## config.mk

```make
export PLATFORM = sky130hd
export DESIGN_NAME = sn_to_bn
export DESIGN_NICKNAME = d
export VERILOG_FILES = /design/src/rtl/sn_to_bn.sv
export SDC_FILE = /design/constraint.sdc
export NUM_CORES = 1
export LEC_CHECK = 0
export CAP_MARGIN = 20
export CORE_MARGIN = 2
export CORE_UTILIZATION = 61
export CTS_BUF_LIST = sky130_fd_sc_hd__clkbuf_8
export DETAILED_ROUTE_END_ITERATION = 8
export PLACE_DENSITY = 0.88
export SYNTH_ARGS = -nofsm -noshare
export SYNTH_HDL_FRONTEND = slang
export SYNTH_SLANG_ARGS = --single-unit
export TNS_END_PERCENT = 100
```

## constraint.sdc

```tcl
create_clock -name i_clk_stb -period 4.6 [get_ports i_clk_stb]
set_input_delay 0.92 -clock i_clk_stb [delete_from_list [all_inputs] [get_ports i_clk_stb]]
set_output_delay 0.92 -clock i_clk_stb [all_outputs]
set_load 0.02 [all_outputs]
```

## src/rtl/sn_to_bn.sv

```systemverilog
// Stochastic-to-binary converter: counts the ones in a fixed window of a stochastic bit stream.
// Latency: start at edge t -> first counted bit in cycle t+1+SKIP, o_valid during cycle t+1+SKIP+WINDOW.
// Backpressure: none; the stream is consumed one bit per clock, start while busy is ignored, stop aborts.
//
// Ports:
//   i_clk_stb    clock, rising edge
//   i_rst_stb    asynchronous active-high reset
//   i_sn_bit     stochastic input bit, one per cycle
//   i_start_stb  single-cycle pulse that begins a conversion (accepted in IDLE and DONE)
//   i_stop_stb   abort of an in-progress conversion (SKIP/CNT only)
//   o_bn_value   count of ones from the last completed window
//   o_valid      one-cycle pulse when o_bn_value has just updated
//   o_busy       high while skipping or counting
//   o_bn_signed  (only with SN_TO_BN_BIPOLAR_EN) bipolar decode 2*count - WINDOW, two's complement
//
// Optional feature macro: SN_TO_BN_BIPOLAR_EN

module sn_to_bn #(
  parameter int WINDOW = 16,
  parameter int SKIP   = 0,
  parameter int CNT_W  = $clog2(WINDOW + 1)
) (
  input  logic             i_clk_stb,
  input  logic             i_rst_stb,
  input  logic             i_sn_bit,
  input  logic             i_start_stb,
  input  logic             i_stop_stb,
  output logic [CNT_W-1:0] o_bn_value,
  output logic             o_valid,
  output logic             o_busy
`ifdef SN_TO_BN_BIPOLAR_EN
  ,
  output logic [CNT_W:0]   o_bn_signed
`endif
);

  // pos_cnt must hold both WINDOW-1 and SKIP-1 (SKIP is at most 15).
  localparam int POS_W = ($clog2(WINDOW) < 4) ? 4 : $clog2(WINDOW);

  localparam logic [POS_W-1:0] WIN_LD  = POS_W'(WINDOW - 1);
  localparam logic [POS_W-1:0] SKIP_LD = (SKIP > 0) ? POS_W'(SKIP - 1) : '0;

  typedef enum logic [1:0] {
    ST_IDLE = 2'd0,
    ST_SKIP = 2'd1,
    ST_CNT  = 2'd2,
    ST_DONE = 2'd3
  } state_t;

  state_t           state;
  logic [POS_W-1:0] pos_cnt;
  logic [CNT_W-1:0] ones_cnt;
  logic [CNT_W-1:0] next_cnt;

  // Count including the bit present this cycle, so the final sample lands in the result.
  assign next_cnt = ones_cnt + {{(CNT_W-1){1'b0}}, i_sn_bit};

  always_comb begin
    o_busy = (state == ST_SKIP) || (state == ST_CNT);
  end

  always_ff @(posedge i_clk_stb or posedge i_rst_stb) begin
    if (i_rst_stb) begin
      state       <= ST_IDLE;
      pos_cnt     <= '0;
      ones_cnt    <= '0;
      o_bn_value  <= '0;
      o_valid     <= 1'b0;
`ifdef SN_TO_BN_BIPOLAR_EN
      o_bn_signed <= (CNT_W+1)'(-WINDOW);
`endif
    end else begin
      o_valid <= 1'b0;
      case (state)
        // DONE shares the IDLE start path so conversions can run back to back.
        ST_IDLE, ST_DONE: begin
          if (i_start_stb) begin
            ones_cnt <= '0;
            if (SKIP > 0) begin
              state   <= ST_SKIP;
              pos_cnt <= SKIP_LD;
            end else begin
              state   <= ST_CNT;
              pos_cnt <= WIN_LD;
            end
          end else begin
            state <= ST_IDLE;
          end
        end

        ST_SKIP: begin
          if (i_stop_stb) begin
            state <= ST_IDLE;
          end else if (pos_cnt == '0) begin
            state   <= ST_CNT;
            pos_cnt <= WIN_LD;
          end else begin
            pos_cnt <= pos_cnt - 1'b1;
          end
        end

        ST_CNT: begin
          if (i_stop_stb) begin
            state <= ST_IDLE;
          end else begin
            ones_cnt <= next_cnt;
            if (pos_cnt == '0) begin
              state      <= ST_DONE;
              o_bn_value <= next_cnt;
              o_valid    <= 1'b1;
`ifdef SN_TO_BN_BIPOLAR_EN
              o_bn_signed <= {next_cnt, 1'b0} - (CNT_W+1)'(WINDOW);
`endif
            end else begin
              pos_cnt <= pos_cnt - 1'b1;
            end
          end
        end

        default: state <= ST_IDLE;
      endcase
    end
  end

endmodule

```

* Yosys cells after proc, flatten, opt, wreduce, memory -nomap -nowiden
Index checks and enable logic that the tools add are counted.
W data, S select, Z words.
** Operators by class
- Bitwise gates (word level) :: 1
- Eq/ne operators :: 9
- Reductions and logical operators :: 9
- Muxes and demuxes :: 18
- Add/subtract/negate cells :: 2
** Operators by type and width (count)
- $mux W4 :: 5
- $pmux W4 S3 :: 1
- $mux W2 :: 5
- $mux W5 :: 2
- $pmux W5 S2 :: 1
- $ne A2 B2 Y1 const B :: 4
- $ne A3 B2 Y1 const B :: 2
- $pmux W2 S3 :: 1
- $reduce_and A3 Y1 :: 2
- $add A5 B1 Y5 :: 1
- $eq A2 B2 Y1 const B :: 2
- $logic_not A4 Y1 :: 1
- $reduce_and A4 Y1 :: 1
- $sub A4 B1 Y4 const B :: 1
- $mux W1 :: 3
- $eq A2 B1 Y1 const B :: 1
- $logic_not A2 Y1 :: 1
- $reduce_and A2 Y1 :: 1
- $reduce_bool A2 Y1 :: 1
- $reduce_or A2 Y1 :: 1
- $logic_or A1 B1 Y1 :: 1
- $not A1 Y1 :: 1
** Storage, ports and cells
- Register bits after elaboration :: 17
- Word-level logic and storage cells :: 44
- Output and inout port bits :: 7
- Input bits :: 5

* Logic depth before layout (Yosys ltp)
Gate-level depths: netlist of run 1.
- Depth in word-level cells :: 4
- Gate-level depth with buffers :: 6
- Gate-level depth less buffers :: 5

* Worst setup path before layout of run 1
Ideal clock, no wire load.
- Path kind :: input port to flip-flop
- Start :: in i_sn_bit
- End :: reg o_bn_value[4]
- Data arrival time :: 1815 ps
- Stages :: 5
- Setup time :: 125 ps
- Path slack :: 2660 ps
- Buffers on the path :: 0
- Data required time :: 4475 ps
- Cell sequence :: ha_1 ha_1 nand3_1 xnor2_1 mux2_4
** Between the ends
- Word-level cells in the longest chain between the ends :: 1
** RTL lines
- start: declaration :: RTL line 25 : input logic i_sn_bit,
- $add A5 B1 Y5 :: RTL line 56 : assign next_cnt = ones_cnt + {{(CNT_W-1){1'b0}}, i_sn_bit};
- end signal: assignment :: RTL line 109 : o_bn_value <= next_cnt;
- end: declaration :: RTL line 28 : output logic [CNT_W-1:0] o_bn_value,
No other way between the ends.
A chain may end at the register's enable or synchronous reset.

* Worst setup path in the final report of run 1
- Start :: reg state[0]
- End :: out o_busy
** Between the ends
- Word-level cells in the longest chain between the ends :: 2
- Elaborated cells between the ends (all ways) :: 3
- Classes of those cells :: eq/ne (2); reduce/logical (1)
** RTL lines
- start: declaration :: RTL line 50 : state_t state;
- start signal: assignment :: RTL line 64 : state <= ST_IDLE;
- start signal: assignment :: RTL line 80 : state <= ST_SKIP;
- start signal: assignment :: RTL line 83 : state <= ST_CNT;
- $eq A2 B1 Y1 or $eq A2 B2 Y1 (tied branches) :: RTL line 59 : o_busy = (state == ST_SKIP) || (state == ST_CNT);
- $logic_or A1 B1 Y1 * :: RTL line 59
- end: declaration :: RTL line 30 : output logic o_busy
Every way passes the cells marked *; elsewhere a longest branch is shown, timed or not.

==> results of run 1 <==
## area by class of cell
cell class                 instances  area, um2  area share [%]
timing repair buffer              11      110.1           9.244
multi-input combinational         66      548.0           46.01
clock inverter                     1      5.005          0.4202
clock buffer                       3      41.29           3.466
tap                               16      20.02           1.681
sequential                        17      425.4           35.71
inverter                          11      41.29           3.466
## metrics by stage
step                      power [W]  util (%)  std cells  hold slack, ns
after floorplan           0.0004353         -         98          0.5004
after global placement    0.0004914     74.27        121          0.4979
after detailed placement  0.0005042     74.27        121          0.4985
after CTS                 0.0006205     77.27        125          0.5153
after global routing      0.0006672     77.27        125          0.5337
final                     0.0006216     77.27        125          0.5098
## cell families after synthesis
family / share of synthesized area (%)
AO/OA/AOI/OAI: 21.98
AND/OR/NAND/NOR: 15.10
flip-flops: 41.06
buffers and inverters: 6.039
multiplexers: 7.246
adder cells (fa/ha/maj): 6.039
XOR/XNOR: 2.537
## report_power, final
part	total, W	switching, W	leakage [nW]	internal, W
clock	0.000110	0.0000498	0.0255	0.0000601
combinational	0.000285	0.000153	0.305	0.000132
sequential	0.000227	0.0000420	0.223	0.000185
total	0.000622	0.000245	0.553	0.000377
## metal layers
metal	track usage [%]	vias up	wire length [um]
met2	38.00	30	971
met1	30.89	392	901
li1	-	381	-
met3	4.400	11	103
met4	15.88	0	76
met5	0	-	0
## flip-flops by register name, indices dropped and copies added, names as in the netlist
name        cells
pos_cnt         4
o_valid         1
state           2
o_bn_value      5
ones_cnt        5
## worst reg2reg max path: stages (launching register included)
cell	delay, ns
dfrtp_1	0.38
inv_1	0.08
ha_1	0.49
and2b_1	0.30
nand2_4	0.12
mux2_4	0.32
## worst paths after layout
path	startpoint	to	slack [ns]	depth (start not counted)
worst max-delay path	state[0]	o_busy	1.91	4
worst min-delay path	o_bn_value[2]	o_bn_value[2]	0.51	1
worst max register to register	state[0]	o_bn_value[1]	2.79	5
worst min register to register	o_bn_value[2]	o_bn_value[2]	0.51	1
max in group asynchronous	i_rst_stb	ones_cnt[1]	3.15	2
min in group asynchronous	i_rst_stb	pos_cnt[3]	1.04	2
## layout by cell type (no fill, tap or decap), types with 2 or more instances in the layout
master and instances:
a22o_1 2, a2bb2oi_1 3, and2b_1 2, a21oi_1 3
nand2b_1 3, dfrtp_1 17, clkdlybuf4s50_1 11, nand3_1 2
xnor2_1 2, a211oi_1 2, o31ai_1 2, inv_1 11
nor4_1 2, nor3_1 2, clkbuf_8 3, nand2_1 3
o211ai_1 2, ha_1 5, o21ai_0 5, mux2_4 5
==> flow_metrics.py, run 1 <==
metrics = {
    "routing": {
        "first_pass_iters": 4,
        "vias_per_cell": 6.512,
        "drc": 0,
        "wl_um": 2054,
        "drt_iter0_markers": 21,
        "antenna_left": 0,
        "post_drt_wl_per_cell_um": 16.43,
        "num_vias": 814,
    },
    "clock_network": {
        "cts_tree": "done",
        "cts_made_buffers": 3,
        "cts.repair.resized": 0,
        "numClockSinks": 17,
        "cts_setup_buffers": 0,
        "cts_hold_buffers": 0,
        "clk_latency_ns": 0.25,
        "htreeDepth": 1,
        "root_buffer": "clkbuf_8",
        "clkTransAtPathRegs_ns": 0.06,
        "clockBufferDepth": 2,
    },
    "place": {
        "placed_cell_area_um2": 1145,
        "gp_congestion": 0.8820,
        "port_buffers": 11,
        "place_ws_ns": 2.099,
        "dp.final_hpwl_um": 1435,
    },
    "sta": {
        "drv_slew": 0,
        "finClkSkew_ns": 0.002448,
        "setup_tns_ns": 0,
        "finalSetupViolations": 0,
        "slew_headroom_pct": 58.30,
        "fin_crit_sh_pct": 58.44,
        "min_period_ns": 2.688,
        "setup_ws_ns": 1.912,
        "worst_slew_pin_slew_ns": 0.6248,
        "hold_violations": 0,
        "rsz0062_at_grt": "no",
        "fmax_mhz": 372.0,
    },
    "synthesis": {
        "syn_inst": 98,
        "avgSynthCellArea_um2": 10.57,
        "synth.top_cell.area_share_pct": 41.06,
        "synth_common_cells": "dfrtp_1, inv_1, ha_1, mux2_4, o21ai_0",
        "synth_edf_count": 0,
        "ys.flop_type": "dfrtp_1",
        "synth.area.top_cells": "dfrtp_1, mux2_4, ha_1",
        "synth-seq-cells": 17,
        "yosys.cell_types.count": 42,
        "synth_area_um2": 1036,
        "synth.most_common_cell": "dfrtp_1",
        "syn-num-nets": 108,
        "yosys_warnings": 0,
        "yosysTopAreaCell": "dfrtp_1",
        "synthArstFlopShare_pct": 100.0,
        "synth-seq-area-share_pct": 41.06,
    },
    "cells_and_area": {
        "fin_area_um2": 1191,
        "drive_gt1_share_pct": 13.76,
        "nets": 120,
        "area_delta_synth_final_pct": 14.98,
        "fillCellCount": 100,
        "antenna_cells": 0,
    },
    "outcome": {
        "outcome": "complete, no violations",
    },
    "critical_path": {
        "crit_top_cell": "inv_1",
        "startpoint_type": "flip-flop",
        "worst_path_largest_cell_delay_ns": 0.60,
        "cp.arrival_ns": 1.77,
        "path_delay_family": "buffers and inverters",
        "required_ns": 3.68,
        "critPathBufInv": 3,
        "path_class": "flip-flop to output port",
        "critPathMaxFanout": 9,
        "slowest_stage": "clkdlybuf4s50_1",
        "worst_setup_path_end_kind": "output port",
        "worstPathCellList": "inv_1 > ha_1 > inv_1 > clkdlybuf4s50_1",
    },
    "floorplanning": {
        "num_rows": 14,
        "dieHeight_um": 45.21,
        "die_area_um2": 2044,
        "die_w_um": 45.21,
        "coreArea_um2": 1541,
        "initial_core_util_pct": 67.21,
        "io_pins": 12,
    },
    "power": {
        "peakVddDrop_uv": 315.5,
        "power_density_nw_per_um2": 521.9,
        "total_leakage_power_nw": 0.5528,
    },
    "flow_run": {
        "maxCapViolations": 0,
    },
    "grt": {
        "gr-total-overflow": 0,
        "grtUsageTotal_pct": 24.42,
        "grt_pass1_wl_um": 3463,
        "grt_pass1_vias": 752,
        "grt_max_degree": 18,
        "antenna_found_initial": 0,
    },
    "hold_path": {
        "hp-class": "flip-flop to flip-flop",
    },
}
(Power assumes the default switching activity.)
==> inputs of run 2 (changes only) <==
--- a/config.mk
+++ b/config.mk
@@ -7,10 +7,10 @@
 export LEC_CHECK = 0
 export CAP_MARGIN = 20
 export CORE_MARGIN = 2
-export CORE_UTILIZATION = 61
+export CORE_UTILIZATION = 57
 export CTS_BUF_LIST = sky130_fd_sc_hd__clkbuf_8
 export DETAILED_ROUTE_END_ITERATION = 8
-export PLACE_DENSITY = 0.88
+export PLACE_DENSITY = 0.83
 export SYNTH_ARGS = -nofsm -noshare
 export SYNTH_HDL_FRONTEND = slang
 export SYNTH_SLANG_ARGS = --single-unit
==> constraint.sdc (replaced) <==
create_clock -name i_clk_stb -period 2.8 [get_ports i_clk_stb]
set_input_delay 0.56 -clock i_clk_stb [delete_from_list [all_inputs] [get_ports i_clk_stb]]
set_output_delay 0.56 -clock i_clk_stb [all_outputs]
set_load 0.02 [all_outputs]
==> run 2 against run 1 <==
Final cell count is 7.2% higher. Global-route usage is 2.4 points lower. Largest cell class unchanged. Via count is 6.4% lower.
==> flow_metrics.py, run 2 (synthesized netlist as in run 1, its figures left out) <==
metrics = {
    "critical_path": {
        "slowest_stage": "clkdlybuf4s50_1",
        "r2r-start": "state[0]",
        "r2r_cells": 5,
        "r2r_end": "o_bn_value[3]",
        "crit_top_cell": "inv_1",
        "critPathMaxFanout": 9,
        "startpoint_type": "flip-flop",
        "reg2reg_slack_ns": 1.05,
        "path_delay_family": "buffers and inverters",
        "required_ns": 2.24,
        "crit_start": "state[0]",
        "worstPathCellList": "inv_1 > ha_1 > inv_1 > clkdlybuf4s50_1",
        "endpoint": "o_busy",
        "cp.arrival_ns": 1.78,
        "critPathBufInv": 3,
        "worst_setup_path_end_kind": "output port",
        "worst_path_largest_cell_delay_ns": 0.60,
        "path_class": "flip-flop to output port",
        "path_depth": 4,
    },
    "sta": {
        "fin_crit_sh_pct": 83.65,
        "finClkSkew_ns": 0.005910,
        "min_period_ns": 2.342,
        "slew_headroom_pct": 57.67,
        "hold_violations": 0,
        "rsz0062_at_grt": "no",
        "finalSetupViolations": 0,
        "setup_tns_ns": 0,
        "drv_slew": 0,
        "worst_slew_pin_slew_ns": 0.6343,
        "fmax_mhz": 427.0,
    },
    "place": {
        "gp_congestion": 0.8453,
        "port_buffers": 11,
        "dp.final_hpwl_um": 1438,
    },
    "routing": {
        "vias_per_cell": 5.687,
        "num_vias": 762,
        "wl_um": 1968,
        "first_pass_iters": 4,
        "antenna_left": 0,
        "drc": 0,
        "drt_iter0_markers": 13,
        "post_drt_wl_per_cell_um": 14.69,
    },
    "clock_network": {
        "cts_tree": "done",
        "htreeDepth": 1,
        "root_buffer": "clkbuf_8",
        "clkTransAtPathRegs_ns": 0.07,
        "clk_latency_ns": 0.26,
        "cts.repair.resized": 0,
        "cts_hold_buffers": 0,
        "numClockSinks": 17,
        "clockBufferDepth": 2,
        "cts_setup_buffers": 0,
        "cts_made_buffers": 3,
    },
    "cells_and_area": {
        "nets": 120,
        "reg_top3": "o_bn_value: 5 flops, ones_cnt: 5 flops, pos_cnt: 4 flops",
        "fillCellCount": 145,
        "antenna_cells": 0,
        "area_delta_synth_final_pct": 16.06,
        "final_common_cell": "dfrtp_1",
        "final_cell_mix": "dfrtp_1, inv_1, clkdlybuf4s50_1",
        "fin_util_pct": 69.64,
        "drive_gt1_share_pct": 13.76,
    },
    "grt": {
        "gr-total-overflow": 0,
        "antenna_found_initial": 0,
        "grt_max_degree": 18,
        "grtUsageTotal_pct": 22.02,
        "grt_pass1_vias": 757,
        "grt_pass1_wl_um": 3312,
    },
    "floorplanning": {
        "die_w_um": 46.63,
        "coreArea_um2": 1727,
        "dieHeight_um": 46.63,
        "num_rows": 15,
        "initial_core_util_pct": 60.00,
        "io_pins": 12,
        "die_area_um2": 2174,
    },
    "hold_path": {
        "hp-start": "o_bn_value[0]",
        "hp-class": "flip-flop to flip-flop",
    },
    "outcome": {
        "outcome": "complete, no violations",
    },
    "power": {
        "power_density_nw_per_um2": 842.3,
        "total_leakage_power_nw": 0.5528,
        "peakVddDrop_uv": 555.0,
        "finalPower_w": 0.001013,
    },
    "flow_run": {
        "maxCapViolations": 0,
    },
}
## run 2: worst min-delay path by stage
stage               endpoint  slack [ns]  depth (start not counted)
4_1_cts        o_bn_value[0]        0.52                          1
5_1_grt        o_bn_value[0]        0.54                          1
3_5_place_dp   o_bn_value[0]        0.51                          1
3_3_place_gp   o_bn_value[3]        0.50                          1
6_report       o_bn_value[0]        0.52                          1
2_1_floorplan  o_bn_value[0]        0.49                          1
## run 2: power breakdown
part	internal [W]	total, W	switching, W
registers	0.000304	0.000367	0.0000634
clock network	0.0000989	0.000183	0.0000846
logic	0.000217	0.000462	0.000245
## run 2: metrics by stage
step	setup slack [ns]	hold slack [ns]	std cells	area (um2)
after detailed placement	0.6573	0.5074	130	1156
after floorplan	1.220	0.4861	98	1036
after global routing	0.3455	0.5354	134	1202
after global placement	0.6612	0.5010	130	1156
final	0.4579	0.5225	134	1202
after CTS	0.4614	0.5235	134	1202
## run 2: area by class of cell
| class | instances | area, um2 | area share [%] |
|---|---|---|---|
| clock buffer | 3 | 41.29 | 3.434 |
| multi-input combinational | 66 | 548.0 | 45.58 |
| clock inverter | 1 | 5.005 | 0.4162 |
| tap | 25 | 31.28 | 2.601 |
| timing repair buffer | 11 | 110.1 | 9.157 |
| sequential | 17 | 425.4 | 35.38 |
| inverter | 11 | 41.29 | 3.434 |
## run 2: per-layer routing
layer  routed length, um  track usage [%]  vias to the layer above
li1                    -                -                      383
met1                 922            27.56                      364
met2                 953            36.94                       10
met3                  61            5.882                        5
met4                  29            6.667                        0
met5                   0                0                        -
